[config.mk]
export PLATFORM = sky130hd
export DESIGN_NAME = blwl_prog_sequencer
export DESIGN_NICKNAME = d
export VERILOG_FILES = /design/src/rtl/blwl_pkg.sv /design/src/rtl/blwl_onehot_dec.sv /design/src/rtl/blwl_prog_sequencer.sv
export SDC_FILE = /design/constraint.sdc
export NUM_CORES = 1
export LEC_CHECK = 0
export ABC_CLOCK_PERIOD_IN_PS = 2100
export BUFFER_PORTS_ARGS = -buffer_cell sky130_fd_sc_hd__buf_2
export CORE_ASPECT_RATIO = 1.1
export CORE_MARGIN = 1
export CORE_UTILIZATION = 40
export CTS_CLUSTER_SIZE = 20
export DETAILED_ROUTE_END_ITERATION = 8
export PLACE_DENSITY = 0.68
export SETUP_SLACK_MARGIN = 0.4
export SYNTH_ARGS = -nofsm -noshare
export SYNTH_HDL_FRONTEND = slang
export SYNTH_SLANG_ARGS = --single-unit
export TNS_END_PERCENT = 10
[constraint.sdc]
create_clock -name clk -period 2.1 [get_ports clk]
set_input_delay 0.42 -clock clk [delete_from_list [all_inputs] [get_ports clk]]
set_output_delay 0.42 -clock clk [all_outputs]
set_load 0.005 [all_outputs]
[src/rtl/blwl_pkg.sv]
// Shared types and width helpers for the BL/WL programming sequencer.
package blwl_pkg;

    typedef enum logic [2:0] {
        S_IDLE,
        S_LOAD,
        S_SETUP,
        S_PULSE,
        S_HOLD,
        S_DONE
    } state_t;

    // $clog2 that never returns zero, so 1-entry ranges still get a bit.
    function automatic int clog2w(input int n);
        return (n <= 1) ? 1 : $clog2(n);
    endfunction

    function automatic int row_w(input int num_wl);
        return clog2w(num_wl);
    endfunction

    function automatic int phase_w(input int setup, input int pulse);
        return clog2w(((setup > pulse) ? setup : pulse) + 1);
    endfunction

endpackage

[src/rtl/blwl_onehot_dec.sv]
// Row index to one-hot word-line select; all zero when disabled.
module blwl_onehot_dec #(
    parameter int NUM_WL = 16,
    parameter int ROW_W  = 4
) (
    input  logic [ROW_W-1:0]  i_idx,
    input  logic              i_en,
    output logic [NUM_WL-1:0] o_wl
);

    always_comb begin
        o_wl = '0;
        for (int i = 0; i < NUM_WL; i++) begin
            if (i_en && (i_idx == ROW_W'(i))) begin
                o_wl[i] = 1'b1;
            end
        end
    end

endmodule

[src/rtl/blwl_prog_sequencer.sv]
// Row-at-a-time BL/WL programming sequencer with setup/pulse/hold
// timing around a registered prog_EN write strobe.
module blwl_prog_sequencer
    import blwl_pkg::*;
#(
    parameter int NUM_BL       = 32,
    parameter int NUM_WL       = 16,
    parameter int SETUP_CYCLES = 1,
    parameter int PULSE_CYCLES = 2
) (
    input  logic                       clk,
    input  logic                       Reset,
    input  logic                       start,
    input  logic [NUM_BL-1:0]          cfg_data,
    input  logic                       cfg_valid,
    output logic                       cfg_ready,
    output logic [NUM_BL-1:0]          bl,
    output logic [NUM_WL-1:0]          wl,
    output logic                       prog_EN,
    output logic                       prog_ENb,
    output logic [row_w(NUM_WL)-1:0]   row_idx,
    output logic                       busy,
    output logic                       config_done
);

    localparam int ROW_W = row_w(NUM_WL);
    localparam int PH_W  = phase_w(SETUP_CYCLES, PULSE_CYCLES);

    state_t              r_state;
    logic [PH_W-1:0]     r_phase;
    logic [ROW_W-1:0]    r_row;
    logic [NUM_BL-1:0]   r_bl;
    logic [NUM_WL-1:0]   r_wl;
    logic                r_prog_en;
    logic                r_cfg_ready;
    logic                r_busy;
    logic                r_done;

    state_t              w_state_nxt;
    logic [PH_W-1:0]     w_phase_nxt;
    logic [ROW_W-1:0]    w_row_nxt;
    logic [NUM_BL-1:0]   w_bl_nxt;
    logic [NUM_WL-1:0]   w_wl_nxt;
    logic                w_done_nxt;
    logic                w_accept;
    logic [NUM_WL-1:0]   w_dec_wl;

    assign w_accept = (r_state == S_LOAD) && cfg_valid;

    blwl_onehot_dec #(
        .NUM_WL (NUM_WL),
        .ROW_W  (ROW_W)
    ) u_dec (
        .i_idx  (r_row),
        .i_en   (w_accept),
        .o_wl   (w_dec_wl)
    );

    always_comb begin
        w_state_nxt = r_state;
        w_phase_nxt = r_phase;
        w_row_nxt   = r_row;
        w_bl_nxt    = r_bl;
        w_wl_nxt    = r_wl;
        w_done_nxt  = r_done;
        unique case (r_state)
            S_IDLE, S_DONE: begin
                if (start) begin
                    w_state_nxt = S_LOAD;
                    w_row_nxt   = '0;
                    w_done_nxt  = 1'b0;
                end
            end
            S_LOAD: begin
                if (w_accept) begin
                    w_state_nxt = S_SETUP;
                    w_bl_nxt    = cfg_data;
                    w_wl_nxt    = w_dec_wl;
                    w_phase_nxt = PH_W'(SETUP_CYCLES - 1);
                end
            end
            S_SETUP: begin
                if (r_phase == '0) begin
                    w_state_nxt = S_PULSE;
                    w_phase_nxt = PH_W'(PULSE_CYCLES - 1);
                end else begin
                    w_phase_nxt = r_phase - PH_W'(1);
                end
            end
            S_PULSE: begin
                if (r_phase == '0) begin
                    w_state_nxt = S_HOLD;
                end else begin
                    w_phase_nxt = r_phase - PH_W'(1);
                end
            end
            S_HOLD: begin
                w_bl_nxt = '0;
                w_wl_nxt = '0;
                if (r_row == ROW_W'(NUM_WL - 1)) begin
                    w_state_nxt = S_DONE;
                    w_done_nxt  = 1'b1;
                end else begin
                    w_state_nxt = S_LOAD;
                    w_row_nxt   = r_row + ROW_W'(1);
                end
            end
            default: w_state_nxt = S_IDLE;
        endcase
    end

    // Strobes are decoded from the next state so every output is a flop.
    always_ff @(posedge clk) begin
        if (Reset) begin
            r_state     <= S_IDLE;
            r_phase     <= '0;
            r_row       <= '0;
            r_bl        <= '0;
            r_wl        <= '0;
            r_prog_en   <= 1'b0;
            r_cfg_ready <= 1'b0;
            r_busy      <= 1'b0;
            r_done      <= 1'b0;
        end else begin
            r_state     <= w_state_nxt;
            r_phase     <= w_phase_nxt;
            r_row       <= w_row_nxt;
            r_bl        <= w_bl_nxt;
            r_wl        <= w_wl_nxt;
            r_prog_en   <= (w_state_nxt == S_PULSE);
            r_cfg_ready <= (w_state_nxt == S_LOAD);
            r_busy      <= (w_state_nxt == S_LOAD)  ||
                           (w_state_nxt == S_SETUP) ||
                           (w_state_nxt == S_PULSE) ||
                           (w_state_nxt == S_HOLD);
            r_done      <= w_done_nxt;
        end
    end

    assign cfg_ready   = r_cfg_ready;
    assign bl          = r_bl;
    assign wl          = r_wl;
    assign prog_EN     = r_prog_en;
    assign prog_ENb    = ~r_prog_en;
    assign row_idx     = r_row;
    assign busy        = r_busy;
    assign config_done = r_done;

endmodule

==> impl_metrics.ini, run 1 <==
[synth]
synth_area_um2 = 2380
synthFlopType = dfxtp_1
ys_warn_count = 0
synth_nets = 299
async_flop_share_pct = 0
synthCells = 257
synth-seq-cells = 61
postSynthAreaPerCell_um2 = 9.27
ys_types = 39
synth-edff-count = 0
ys_seq_area_share_pct = 51.3

[timing]
final.min_clock_period_ns = 1.64
max_slew_margin_pct = 68.5
fin_tns_setup_ns = 0
clock_skew_ns = 0.00322
hold_viol_final = 0
worst_slack_ns = 0.462
worstMarginPinSlew_ns = 0.472
max_clock_freq_ghz = 0.610
fin_crit_sh_pct = 78.0
final-max-slew-violation-count = 0
setup_viol = 0
rsz0062_at_grt = true
fin_hold_ws_ns = 0.286

[run_status]
outcome = finished, final reports clean

[worst_setup_path]
critPathSlowestCell = dfxtp_1
endpoint_kind = register
crit_path_cell_trace = ha_2, and3_2, nor2_4, or3_1, a21oi_1
critPathLaunchType = register
required_ns = 2.36
critPathMaxFanout = 6
cp.depth = 5
critical_path_buf_inv_count = 0
critPathMaxStageDelay_ns = 0.45
critPathTopFamily = simple AND/OR/NAND/NOR gates
reg2regPathDepth = 5
cp_data_arrival_time_ns = 1.90
crit_type = register to register

[cells_and_area]
syn2layout_area_growth_pct = 29.7
nNetsFinal = 390
fillCellCount = 553
antennaDiodeCount = 0
layout-drive-gt1-share_pct = 35.4
utilization_pct = 53.5

[pwr]
p_seq_share_pct = 49.5
p_int_mw = 1.89
p_leak_nw = 1.39
netSwitchingFraction_pct = 24.2
pwr-share-clk_pct = 40.5
powerDensity_nw_per_um2 = 808
power.switching_mw = 0.605
vdd_drop_max_mv = 0.429
combPwrFrac_pct = 10.0
power_mw = 2.50

[worst_hold_path]
hold_depth = 2
min_path_type = primary input to register

[die]
start_util_pct = 41.3
core_um2 = 5770
die_area_um2 = 6270
fp.dieH_um = 82.9
ios = 93
die_w_um = 75.6
row_count = 29

[cts]
cts_root_buffer = clkbuf_8
h-tree-depth = 3
numCtsBuffers = 9
tritoncts = built
clkLatencyLatePin_ns = 0.33
postCtsHoldBufs = 0
cts_buffer_depth = 2
postCtsSetupBuffers = 0
clkSinkCount = 61
cts-resized-gates = 1
clkSlewWorstSetupHoldPaths_ns = 0.07

[placed_design]
post-place-ws_ns = 0.361
place_hpwl_um = 3770
portBuffers = 92
routabilityCongestion = 0.778

[flow_run]
maxCapViolCount = 0

[drt]
wl_per_cell_um = 12.5
routed_wl_um = 5390
drc = 0
viasPerCell = 4.87
dr.pass1.iters = 4
num_vias = 2096
first_iter_violations = 40
ant_nets = 0

[global_route]
grt_pass1_vias = 1915
grt_usage_pct = 17.9
gr-total-overflow = 0
grt_pass1_wl_um = 8510
antenna_found_initial = 0
grt_max_degree = 27
-- through the flow --
stage               instance area (µm²)  instances
floorplan                          2380        257
global placement                   2890        414
detailed placement                 2890        414
CTS                                3080        430
global route                       3090        430
finish                             3090        430
-- synthesized netlist by cell type (2+ instances only) --
cell,instances,area share [%]
a21oi_1,34,7.1
nor3_2,2,0.84
clkbuf_1,2,0.32
buf_2,12,2.5
nand4_1,2,0.53
inv_1,8,1.3
nor2_4,2,0.95
nand2b_1,3,0.79
nor2_1,7,1.1
o21ai_0,2,0.42
nand3b_1,2,0.63
nor3_1,3,0.63
o32ai_1,2,0.74
and3_1,3,0.79
nand3_1,14,2.9
a22o_1,22,8.1
nor2b_1,2,0.53
nand2_1,46,7.2
dfxtp_1,61,51
a21o_1,2,0.63
xnor2_1,3,1.1
ha_1,6,3.2
-- routing by layer --
metal  GRT usage [%]  vias up  share of wire (%)
met5               0        -                  0
met2            28.4       57                 47
met3            4.73        9                5.6
met1            21.1      955                 45
li1                -     1075                  -
met4            10.6        0                1.9
-- cell type report --
type | count | area (µm²) | area share (%)
Clock inverter | 5 | 50.0 | 1.62
Timing Repair Buffer | 97 | 498 | 16.1
Clock buffer | 11 | 141 | 4.58
Sequential cell | 61 | 1220 | 39.6
Multi-Input combinational cell | 171 | 1050 | 34.0
Inverter | 8 | 30.0 | 0.972
Tap cell | 77 | 96.3 | 3.12
-- kinds of logic after synthesis --
| logic type | after synthesis | share of synthesized area, % |
|---|---|---|
| simple gates | 95 | 20.6 |
| mux | 1 | 0.420 |
| xor+xnor | 3 | 1.10 |
| flops | 61 | 51.3 |
| fa+ha+maj | 6 | 3.15 |
| compound gates | 66 | 18.3 |
| buf+inv | 25 | 5.09 |
-- power by group through the flow --
stage          Sequential, mW  Clock, mW  Combinational (mW)
6_report                 1.23       1.01               0.251
3_3_place_gp             1.26          0               0.248
4_1_cts                  1.23       1.04               0.252
2_1_floorplan            1.26          0               0.151
3_5_place_dp             1.26          0               0.251
5_1_grt                  1.24       1.09               0.280
-- worst register-to-register path, stage by stage, from the launching register on --
cell     delay (ns)
dfxtp_1        0.45
ha_2           0.30
and3_2         0.31
nor2_4         0.06
or3_1          0.30
a21oi_1        0.15
-- sequential cells by signal (all words and copies together), names as in the netlist --
signal       count
config_done      1
wl              16
r_phase          2
r_state          3
prog_EN          1
cfg_ready        1
busy             1
bl              32
row_idx          4
-- path summary, 6_finish.rpt --
path	startpoint	end	slack, ns
setup reg to reg	row_idx[0]$_SDFFE_PP0P_	row_idx[1]$_SDFFE_PP0P_	0.46
hold / removal	cfg_data[22]	bl[22]$_SDFFE_PP0P_	0.29
hold reg to reg	wl[4]$_SDFFE_PP0P_	wl[4]$_SDFFE_PP0P_	0.45
setup / recovery	row_idx[0]$_SDFFE_PP0P_	row_idx[1]$_SDFFE_PP0P_	0.46
-- cells in the final DEF (no fill, tap or decap), types with 5 or more instances in the layout --
cell type	instances
buf_2	92
dfxtp_1	60
nand2_1	46
a21oi_1	34
a22o_1	22
nand3_1	14
clkbuf_8	10
inv_1	8
nor2_1	6
ha_1	5
buf_4	5
No activity file was read; power rests on OpenSTA's default activity.
==> inputs of run 2 (changes only) <==
--- a/config.mk
+++ b/config.mk
@@ -5,14 +5,14 @@
 export SDC_FILE = /design/constraint.sdc
 export NUM_CORES = 1
 export LEC_CHECK = 0
-export ABC_CLOCK_PERIOD_IN_PS = 2100
+export ABC_CLOCK_PERIOD_IN_PS = 1500
 export BUFFER_PORTS_ARGS = -buffer_cell sky130_fd_sc_hd__buf_2
 export CORE_ASPECT_RATIO = 1.1
 export CORE_MARGIN = 1
 export CORE_UTILIZATION = 40
 export CTS_CLUSTER_SIZE = 20
 export DETAILED_ROUTE_END_ITERATION = 8
-export PLACE_DENSITY = 0.68
+export PLACE_DENSITY = 0.7
 export SETUP_SLACK_MARGIN = 0.4
 export SYNTH_ARGS = -nofsm -noshare
 export SYNTH_HDL_FRONTEND = slang
==> constraint.sdc (replaced) <==
create_clock -name clk -period 1.5 [get_ports clk]
set_input_delay 0.3 -clock clk [delete_from_list [all_inputs] [get_ports clk]]
set_output_delay 0.3 -clock clk [all_outputs]
set_load 0.005 [all_outputs]
==> run 2 against run 1 <==
The run now ends with design-rule violations left; clock power is 55% higher; critical path depth shrank 1; core utilization rose by 5.7 points; register-to-register slack worse by 0.30 ns; count of clock-buffer cells in the layout down 2; highest routed layer unchanged; flip-flop and latch count is the same; non-clock buffer count grew 16; critical path type unchanged.
==> impl_metrics.ini, run 2 (synthesis results as in run 1) <==
[run_status]
outcome = finished, violations left
violations = design-rule violations

[die]
start_util_pct = 41.3
core_um2 = 5770
ios = 93
fp.dieH_um = 82.9
row_count = 29
die_area_um2 = 6270
die_w_um = 75.6

[drt]
num_vias = 2218
first_iter_violations = 97
ant_nets = 0
drc = 2
wl_per_cell_um = 12.9
viasPerCell = 4.97
dr.pass1.iters = 6
routed_wl_um = 5760

[worst_setup_path]
critPathLaunchType = register
cp_data_arrival_time_ns = 1.60
r2r_slack_ns = 0.16
critPathMaxStageDelay_ns = 0.38
crit-reg2reg-launch = r_state[2]$_SDFF_PP0_
reg2regPathDepth = 4
critPathSlowestCell = dfxtp_4
crit_path_cell_trace = nand2b_4, and4b_4, or3_4, a21oi_2
endpoint_kind = register
reg2reg_to = row_idx[1]$_SDFFE_PP0P_
crit_type = register to register
required_ns = 1.76
critPathMaxFanout = 7

[cells_and_area]
syn2layout_area_growth_pct = 43.6
largest_reg_flops = 32
nNetsFinal = 406
multi_input_area_um2 = 1150
fillCellCount = 494
antennaDiodeCount = 0
layout_common_cells = buf_2 (92), dfxtp_1 (53), nand2_1 (46)
final_common_cell = buf_2
utilization_pct = 59.3
register_area_um2 = 1240
layout-drive-gt1-share_pct = 43.9

[global_route]
grt_pass1_vias = 1915
gr-total-overflow = 0
antenna_found_initial = 0
grt_pass1_wl_um = 8580
grt_max_degree = 27
grt_usage_pct = 18.0

[pwr]
vdd_drop_max_mv = 0.544
p_int_mw = 2.84
p_seq_share_pct = 45.8
combPwrFrac_pct = 12.2
pwr-share-clk_pct = 41.9
power.switching_mw = 0.915
powerDensity_nw_per_um2 = 1100
netSwitchingFraction_pct = 24.4
p_leak_nw = 1.52
power_mw = 3.75

[placed_design]
routabilityCongestion = 0.796
place_hpwl_um = 3720
portBuffers = 92

[timing]
final.min_clock_period_ns = 1.34
hold_viol_final = 0
clock_skew_ns = 0.00804
worstMarginPinSlew_ns = 0.321
final-max-slew-violation-count = 0
fin_tns_setup_ns = 0
fin_crit_sh_pct = 89.1
rsz0062_at_grt = true
max_clock_freq_ghz = 0.748
setup_viol = 0
max_slew_margin_pct = 78.5

[cts]
numCtsBuffers = 9
clkSinkCount = 61
clkSlewWorstSetupHoldPaths_ns = 0.07
cts_root_buffer = clkbuf_8
tritoncts = built
postCtsHoldBufs = 0
cts_buffer_depth = 2
h-tree-depth = 3
clkLatencyLatePin_ns = 0.34

[worst_hold_path]
hold_depth = 2
min_path_type = primary input to register
hp-start = cfg_data[4]
holdPathEnd = bl[4]$_SDFFE_PP0P_

[flow_run]
maxCapViolCount = 0
-- run 2: area by class of cell --
type                    count  area share (%)
flip-flops and latches     61            36.4
clock inverters             7            2.63
clock buffers               9            3.62
inverters                   8           0.878
multi-input cells         171            33.7
well taps                  77            2.82
repair buffers            113            20.0
-- run 2: worst max-delay path by stage --
stage | startpoint | slack, ns | depth (start not counted) | endpoint
final | r_state[2]$_SDFF_PP0_ | 0.16 | 4 | row_idx[1]$_SDFFE_PP0P_
after detailed placement | row_idx[0]$_SDFFE_PP0P_ | 0.13 | 5 | row_idx[1]$_SDFFE_PP0P_
after global placement | row_idx[0]$_SDFFE_PP0P_ | 0.13 | 5 | row_idx[1]$_SDFFE_PP0P_
after floorplan | r_state[2]$_SDFF_PP0_ | 0.21 | 5 | row_idx[1]$_SDFFE_PP0P_
after CTS | row_idx[0]$_SDFFE_PP0P_ | 0.20 | 5 | row_idx[1]$_SDFFE_PP0P_
after global routing | r_state[2]$_SDFF_PP0_ | 0.11 | 5 | bl[11]$_SDFFE_PP0P_
-- run 2: repair_timing --
action,CTS,global route
pin swaps,4,5
cloned,0,1
buffers inserted,9,3
endpoints found under the setup margin,74,116
gates resized for setup,14,12
-- run 2: metal layers --
| layer | share of wire [%] | global-route usage (%) | up-vias | routed length (µm) |
|---|---|---|---|---|
| met1 | 44 | 22.2 | 1034 | 2560 |
| met3 | 4.7 | 5.58 | 9 | 269 |
| met4 | 1.8 | 7.91 | 0 | 102 |
| met5 | 0 | 0 | - | 0 |
| li1 | - | - | 1111 | - |
| met2 | 49 | 28.4 | 64 | 2830 |
-- run 2: stage by stage --
step / worst slack (ns) / area [µm²] / std cells / hold WS, ns
floorplan: 0.205 / 2450 / 257 / 0.426
global placement: 0.133 / 2990 / 417 / 0.436
detailed placement: 0.126 / 2990 / 417 / 0.441
CTS: 0.197 / 3320 / 442 / 0.154
global route: 0.108 / 3420 / 446 / 0.153
finish: 0.163 / 3420 / 446 / 0.162
-- run 2: critical path: cells and delay by family, from the launching register on --
kind	cells	cell delay, ns
DFF	1	0.38
AOI/OAI and AO/OA	1	0.13
and+or+nand+nor	3	0.74
-- run 2: power groups by stage --
stage | clock network [mW] | registers, mW | logic, mW
floorplan | 0 | 1.76 | 0.228
global route | 1.68 | 1.73 | 0.502
detailed placement | 0 | 1.76 | 0.383
global placement | 0 | 1.76 | 0.381
CTS | 1.60 | 1.72 | 0.418
finish | 1.57 | 1.72 | 0.459
